**src/rtl/uart_cmd_decode.sv**
```systemverilog
// Command-frame decoder between uart_rx and the SDRAM read/write path.
// Write frames stream payload into the write FIFO; complete frames raise wr_req/rd_req.
module uart_cmd_decode #(
    parameter int         BURST_LEN = 4,
    parameter logic [7:0] HDR_WR    = 8'h55,
    parameter logic [7:0] HDR_RD    = 8'hAA,
    parameter int         TIMEOUT   = 52080
) (
    input  logic       sclk,
    input  logic       s_rst,
    input  logic [7:0] rx_data,
    input  logic       po_flag,
    output logic       wfifo_wr_en,
    output logic [7:0] wfifo_data,
    output logic       wr_req,
    input  logic       wr_ack,
    output logic       rd_req,
    input  logic       rd_ack,
    output logic       frame_err,
    output logic [1:0] err_code,
    output logic       busy
);

    // state | meaning
    // IDLE  | waiting for a header byte
    // WDATA | collecting write payload, inter-byte timeout armed
    // WREQ  | write burst requested, waiting for wr_ack
    // RREQ  | read burst requested, waiting for rd_ack
    typedef enum logic [1:0] {IDLE, WDATA, WREQ, RREQ} state_t;

    localparam logic [7:0]  LAST_BYTE = 8'(BURST_LEN - 1);
    localparam logic [15:0] TO_TC     = 16'(TIMEOUT - 1);

    localparam logic [1:0] ERR_TIMEOUT = 2'd1;
    localparam logic [1:0] ERR_HEADER  = 2'd2;
    localparam logic [1:0] ERR_OVERRUN = 2'd3;

    state_t      state, state_nxt;
    logic [7:0]  byte_cnt, byte_cnt_nxt;
    logic [15:0] to_cnt, to_cnt_nxt;
    logic        wr_en_nxt;
    logic [7:0]  data_nxt;
    logic        err_nxt;
    logic [1:0]  code_nxt;

    always_comb begin
        state_nxt    = state;
        byte_cnt_nxt = byte_cnt;
        to_cnt_nxt   = to_cnt;
        wr_en_nxt    = 1'b0;
        data_nxt     = wfifo_data;
        err_nxt      = 1'b0;
        code_nxt     = err_code;

        case (state)
            IDLE: begin
                if (po_flag) begin
                    if (rx_data == HDR_WR) begin
                        state_nxt    = WDATA;
                        byte_cnt_nxt = 8'd0;
                        to_cnt_nxt   = 16'd0;
                    end else if (rx_data == HDR_RD) begin
                        state_nxt = RREQ;
                    end else begin
                        err_nxt  = 1'b1;
                        code_nxt = ERR_HEADER;
                    end
                end
            end
            WDATA: begin
                // a byte arriving on the terminal-count cycle still wins
                if (po_flag) begin
                    wr_en_nxt    = 1'b1;
                    data_nxt     = rx_data;
                    byte_cnt_nxt = byte_cnt + 8'd1;
                    to_cnt_nxt   = 16'd0;
                    if (byte_cnt == LAST_BYTE) begin
                        state_nxt = WREQ;
                    end
                end else if (to_cnt == TO_TC) begin
                    state_nxt  = IDLE;
                    to_cnt_nxt = 16'd0;
                    err_nxt    = 1'b1;
                    code_nxt   = ERR_TIMEOUT;
                end else begin
                    to_cnt_nxt = to_cnt + 16'd1;
                end
            end
            WREQ: begin
                if (wr_ack) begin
                    state_nxt = IDLE;
                end
                if (po_flag) begin
                    err_nxt  = 1'b1;
                    code_nxt = ERR_OVERRUN;
                end
            end
            RREQ: begin
                if (rd_ack) begin
                    state_nxt = IDLE;
                end
                if (po_flag) begin
                    err_nxt  = 1'b1;
                    code_nxt = ERR_OVERRUN;
                end
            end
            default: begin
                state_nxt = IDLE;
            end
        endcase
    end

    // Outputs are registered copies of the next-state decode so requests
    // and busy line up with the state they describe.
    always_ff @(posedge sclk or posedge s_rst) begin
        if (s_rst) begin
            state       <= IDLE;
            byte_cnt    <= 8'd0;
            to_cnt      <= 16'd0;
            wfifo_wr_en <= 1'b0;
            wfifo_data  <= 8'd0;
            wr_req      <= 1'b0;
            rd_req      <= 1'b0;
            frame_err   <= 1'b0;
            err_code    <= 2'd0;
            busy        <= 1'b0;
        end else begin
            state       <= state_nxt;
            byte_cnt    <= byte_cnt_nxt;
            to_cnt      <= to_cnt_nxt;
            wfifo_wr_en <= wr_en_nxt;
            wfifo_data  <= data_nxt;
            wr_req      <= (state_nxt == WREQ);
            rd_req      <= (state_nxt == RREQ);
            frame_err   <= err_nxt;
            err_code    <= code_nxt;
            busy        <= (state_nxt != IDLE);
        end
    end

endmodule

```
**config.mk**
```make
export PLATFORM = sky130hd
export DESIGN_NAME = uart_cmd_decode
export DESIGN_NICKNAME = d
export VERILOG_FILES = /design/src/rtl/uart_cmd_decode.sv
export SDC_FILE = /design/constraint.sdc
export NUM_CORES = 1
export LEC_CHECK = 0
export CORE_ASPECT_RATIO = 2
export CORE_UTILIZATION = 50
export DETAILED_ROUTE_END_ITERATION = 7
export GPL_TIMING_DRIVEN = 0
export HOLD_SLACK_MARGIN = 0.12
export PLACE_DENSITY_LB_ADDON = 0.08
export SYNTH_ARGS = -nofsm -noshare
export SYNTH_HDL_FRONTEND = slang
export SYNTH_SLANG_ARGS = --single-unit
```
**constraint.sdc**
```tcl
create_clock -name sclk -period 2.5 [get_ports sclk]
set_input_delay 0.5 -clock sclk [delete_from_list [all_inputs] [get_ports sclk]]
set_output_delay 0.5 -clock sclk [all_outputs]
set_load 0.1 [all_outputs]
```
# ---- Word level (Yosys, flattened, before mapping)
# Index checks and enable logic that the tools add are counted.
dict set report totals {
  register_bits 41
  latchBits 0
  ramBits 0
  mem_bits_ro 0
  inputBits 13
  output_inout_bits 15
  elab_cells 70
  n_memories 0
}
dict set report classes {
  add_sub_neg 2
  mul 0
  n_div 0
  magnitude_cmp 0
  eq_ne 17
  shifts 0
  n_mux 33
  n_bitwise 0
  n_reduce_logical 8
}
# operator count
set ops {}
lappend ops {{$mux W16} 4}
lappend ops {{$pmux W16 S2} 1}
lappend ops {{$mux W2} 14}
lappend ops {{$mux W8} 3}
lappend ops {{$add A16 B1 Y16 const B} 1}
lappend ops {{$eq A16 B16 Y1 const B} 1}
lappend ops {{$pmux W8 S2} 1}
lappend ops {{$ne A2 B2 Y1 const B} 7}
lappend ops {{$add A8 B1 Y8 const B} 1}
lappend ops {{$eq A2 B2 Y1 const B} 4}
lappend ops {{$eq A8 B2 Y1 const B} 1}
lappend ops {{$eq A8 B7 Y1 const B} 1}
lappend ops {{$eq A8 B8 Y1 const B} 1}
lappend ops {{$pmux W2 S4} 1}
lappend ops {{$mux W1} 7}
lappend ops {{$pmux W2 S3} 1}
lappend ops {{$reduce_and A6 Y1} 1}
lappend ops {{$reduce_and A4 Y1} 1}
lappend ops {{$reduce_bool A2 Y1} 2}
lappend ops {{$pmux W1 S3} 1}
lappend ops {{$reduce_and A3 Y1} 1}
lappend ops {{$eq A2 B1 Y1 const B} 1}
lappend ops {{$logic_not A2 Y1} 1}
lappend ops {{$ne A2 B1 Y1 const B} 1}
lappend ops {{other kinds (2)} 2}

# ---- Longest topological paths before layout
dict set report depth {
  depth_word 6
  mapped_depth 7
  ltp_nobuf 5
}

# ---- Worst setup path before layout
# OpenSTA, ideal clock, no wires.
dict set report synth_path {
  path_type {in2reg}
  startpoint {in po_flag}
  endpoint {reg byte_cnt[7]}
  arrival_time_ns 1.660
  t_required_ns 2.423
  setup_slack_ns 0.763
  stages 5
  path_buffers 1
  cell_sequence {nand2b_1 > buf_2 > or3_4 > or4_1 > a21oi_1}
}
dict set report synth_between {
  elab_chain_cells 2
  word_cells_on_any_way 3
}
# item line_no
set synth_rtl {}
lappend synth_rtl {{start: declaration} 12} ;# input logic po_flag,
lappend synth_rtl {{$ne A2 B2 Y1 (no source line)} --}
lappend synth_rtl {{$reduce_and A4 Y1 (no source line) (*)} --}
lappend synth_rtl {{end signal: assignment} 129} ;# byte_cnt <= byte_cnt_nxt;
lappend synth_rtl {{end: declaration} 39} ;# logic [7:0] byte_cnt, byte_cnt_nxt;
# Every way passes the cells marked *; elsewhere a longest branch is shown, timed or not.
# A chain may end at the register's enable or synchronous reset.

# ---- Worst setup path in the final report
dict set report layout_path {
  startpoint {reg err_code[1]}
  endpoint {out err_code[1]}
}
# item line_no
set layout_rtl {}
lappend layout_rtl {{start: declaration} 20} ;# output logic [1:0] err_code,
lappend layout_rtl {{start signal: assignment} 136} ;# err_code <= code_nxt;
# No word-level cell between the ends.

==> impl_metrics.json <==
{
  "status": "finished, final reports clean",
  "fin_crit_ns": 2.33,
  "tritoncts": "yes",
  "ir_worst_vdd_mv": 0.713,
  "grt_max_degree": 42,
  "hold_class": "flop to flop",
  "path_cells": "clkdlybuf4s50_1",
  "dieArea_um2": 4520,
  "critPathKind": "flop to output port",
  "worstMarginPinSlew_ns": 0.980,
  "syn_area_per_cell_um2": 9.33,
  "drt-total-wl_um": 5100,
  "cts-root-buf": "clkbuf_8",
  "ys_seq_area_share_pct": 48.4,
  "synth_edf_count": 0,
  "portBuffers": 27,
  "grt_pass1_vias": 1866,
  "cts_resized": 0,
  "multi_input_area_um2": 1030,
  "synthFlopType": "dfrtp_1",
  "crit_buf_inv": 1,
  "ios": 28,
  "hold_viol": 0,
  "place.gp.congestion": 0.805,
  "clock_latency_ns": 0.29,
  "core_area_um2": 4090,
  "cts_made_buffers": 5,
  "sequentialPowerShare_pct": 35.8,
  "worst_hold_slack_ns": 0.475,
  "die_y_um": 94.1,
  "syn_nets": 242,
  "dp_hpwl_um": 3760,
  "critPathRequiredTime_ns": 2.00,
  "via_count": 1900,
  "ant_nets": 0,
  "netlist_area_um2": 2120,
  "max_freq_ghz": 0.430,
  "synth-seq-cells": 41,
  "critical_path.slowest_cell": "clkdlybuf4s50_1",
  "rows": 33,
  "cp_max_fo": 4,
  "setup_violations": 0,
  "syn2layout_area_growth_pct": 20.1,
  "drive_above_1_share_pct": 8.05,
  "rsz0062_at_grt": "false",
  "routedWlPerCell_um": 16.3,
  "drt_iter0_drc": 43,
  "slew_headroom_pct": 34.4,
  "p_leak_nw": 1.06,
  "vias_per_cell": 6.07,
  "grt_usage_pct": 25.8,
  "period_share_pct": 93.1,
  "overflow": 0,
  "total_power_w": 0.00242,
  "p_int_w": 0.00128,
  "arrival_ns": 1.83,
  "drc_errors": 0,
  "grt_antenna_before_repair": 0,
  "cts.sinks": 41,
  "regArea_um2": 1030,
  "die_w_um": 48.0,
  "grt_pass1_wl_um": 8160,
  "clock_skew_ns": 0.00417,
  "drtPass1Iterations": 6,
  "finish.instance_area_um2": 2540,
  "maxCapViolations": 0,
  "synthDistinctLibCells": 44,
  "cpPeakStageDelay_ns": 1.14,
  "start_util_pct": 51.8,
  "clkTransAtPathRegs_ns": 0.08,
  "cts_setup_buffers": 0,
  "yosysWarnings": 0,
  "critPathTopFamily": "buffers and inverters",
  "comb_power_share_pct": 45.7,
  "switching_power_w": 0.00114,
  "critPathLaunchType": "flop",
  "synthCells": 227,
  "fill_cells": 358,
  "ys_async_sr_fraction_pct": 100,
  "p_clk_share_pct": 18.5,
  "htreeDepth": 2,
  "setup_tns_ns": 0,
  "final_nets": 276,
  "drv_slew": 0,
  "cts_buffer_depth": 2,
  "n_antenna_cell": 0,
  "cp-end-kind": "output port",
  "place_area_um2": 2450,
  "powerDensity_nw_per_um2": 952,
  "hold_buffers": 0,
  "switching_share_pct": 47.0
}
==> layer usage <==
metal	track usage [%]	vias up	part of all wire, %	wire length, µm
met5	0	-	0	0
met4	14.4	0	3.8	192
met3	3.65	15	1.9	95
met2	45.5	44	55	2830
met1	26.4	917	39	1990
li1	-	924	-	-
==> flip-flops by register name (all words and copies together), names as in the netlist <==
signal and count:
wr_req 1, busy 1, frame_err 1, state 2, err_code 2, rd_req 1, to_cnt 16, wfifo_wr_en 1
byte_cnt 8, wfifo_data 8
==> power by group through the flow <==
stage / Sequential (W) / Combinational (W) / Clock [W]
detailed placement: 0.000881 / 0.00111 / 0
CTS: 0.000869 / 0.00112 / 0.000455
global placement: 0.000878 / 0.00110 / 0
floorplan: 0.00140 / 0.000322 / 0
finish: 0.000868 / 0.00111 / 0.000447
global route: 0.000892 / 0.00118 / 0.000473
==> worst paths after layout <==
| path | start | end | slack, ns | cells after the start |
|---|---|---|---|---|
| worst max-delay path | err_code[1] | err_code[1] | 0.17 | 1 |
| worst min-delay path | wfifo_data[1] | wfifo_data[1] | 0.48 | 2 |
| worst max register to register | to_cnt[8] | to_cnt[5] | 0.41 | 4 |
| worst min register to register | wfifo_data[1] | wfifo_data[1] | 0.48 | 2 |
| max in group asynchronous | s_rst | state[1] | 1.27 | 2 |
| min in group asynchronous | s_rst | wfifo_wr_en | 0.69 | 2 |
==> cell usage after synthesis (3+ instances only) <==
| master | n | share of area (%) |
|---|---|---|
| a21oi_1 | 13 | 3.1 |
| a31oi_1 | 11 | 3.2 |
| a41oi_1 | 5 | 2.1 |
| or4_1 | 5 | 1.8 |
| o21ai_1 | 3 | 0.71 |
| nor3_1 | 4 | 0.95 |
| nand3_1 | 11 | 2.6 |
| nand4_1 | 4 | 1.2 |
| inv_1 | 5 | 0.89 |
| o31ai_1 | 5 | 1.8 |
| nor2_1 | 6 | 1.1 |
| buf_2 | 5 | 1.2 |
| dfrtp_1 | 41 | 48 |
| nor4_1 | 3 | 0.89 |
| nor4bb_1 | 5 | 2.4 |
| and3_1 | 5 | 1.5 |
| a22o_1 | 3 | 1.2 |
| clkbuf_1 | 5 | 0.89 |
| nor2b_1 | 3 | 0.89 |
| a31o_1 | 3 | 1.2 |
| o21ai_0 | 13 | 3.1 |
| nand2_1 | 39 | 6.9 |
==> placed cells by master (no fill, tap or decap), types with 3 or more instances in the layout <==
| cell type | Yosys | final |
|---|---|---|
| nor4bb_1 | 5 | 5 |
| a31oi_1 | 11 | 11 |
| dfrtp_1 | 41 | 41 |
| o31ai_1 | 5 | 5 |
| a21oi_1 | 13 | 13 |
| o21ai_1 | 3 | 3 |
| or4_1 | 5 | 5 |
| o21ai_0 | 13 | 13 |
| buf_2 | 5 | 5 |
| a31o_1 | 3 | 3 |
| nand2_1 | 39 | 39 |
| clkdlybuf4s50_1 | 0 | 27 |
| nor2_1 | 6 | 6 |
| nand3_1 | 11 | 11 |
| inv_1 | 5 | 4 |
| a41oi_1 | 5 | 5 |
| clkbuf_8 | 0 | 6 |
| nor3_1 | 4 | 4 |
| clkbuf_1 | 5 | 5 |
| nor2b_1 | 3 | 3 |
| and3_1 | 5 | 5 |
| nor4_1 | 3 | 3 |
| nand4_1 | 4 | 4 |
| a22o_1 | 3 | 3 |
==> through the flow <==
step / cells / util [%] / setup WS (ns)
after floorplan: 227 / - / 0.763
after global placement: 306 / 60.0 / 0.117
after detailed placement: 306 / 60.0 / 0.0787
after CTS: 313 / 62.2 / 0.166
after global routing: 313 / 62.2 / 0.113
final: 313 / 62.2 / 0.174
==> final cells by class <==
class                           instances  share of cell area (%)
Sequential cell                        41                    40.3
Multi-Input combinational cell        170                    40.3
Timing Repair Buffer                   27                    10.6
Clock buffer                            6                    3.25
Tap cell                               52                    2.56
Buffer                                 10                    1.72
Inverter                                6                   0.885
Clock inverter                          1                   0.295
==> kinds of logic after synthesis <==
kind of cell,Yosys count,share of synthesized area (%)
buf+inv,16,3.13
fa+ha+maj,2,1.18
compound gates,68,21.2
mux,1,0.473
simple gates,99,25.6
flops,41,48.4
(Power assumes the default switching activity.)
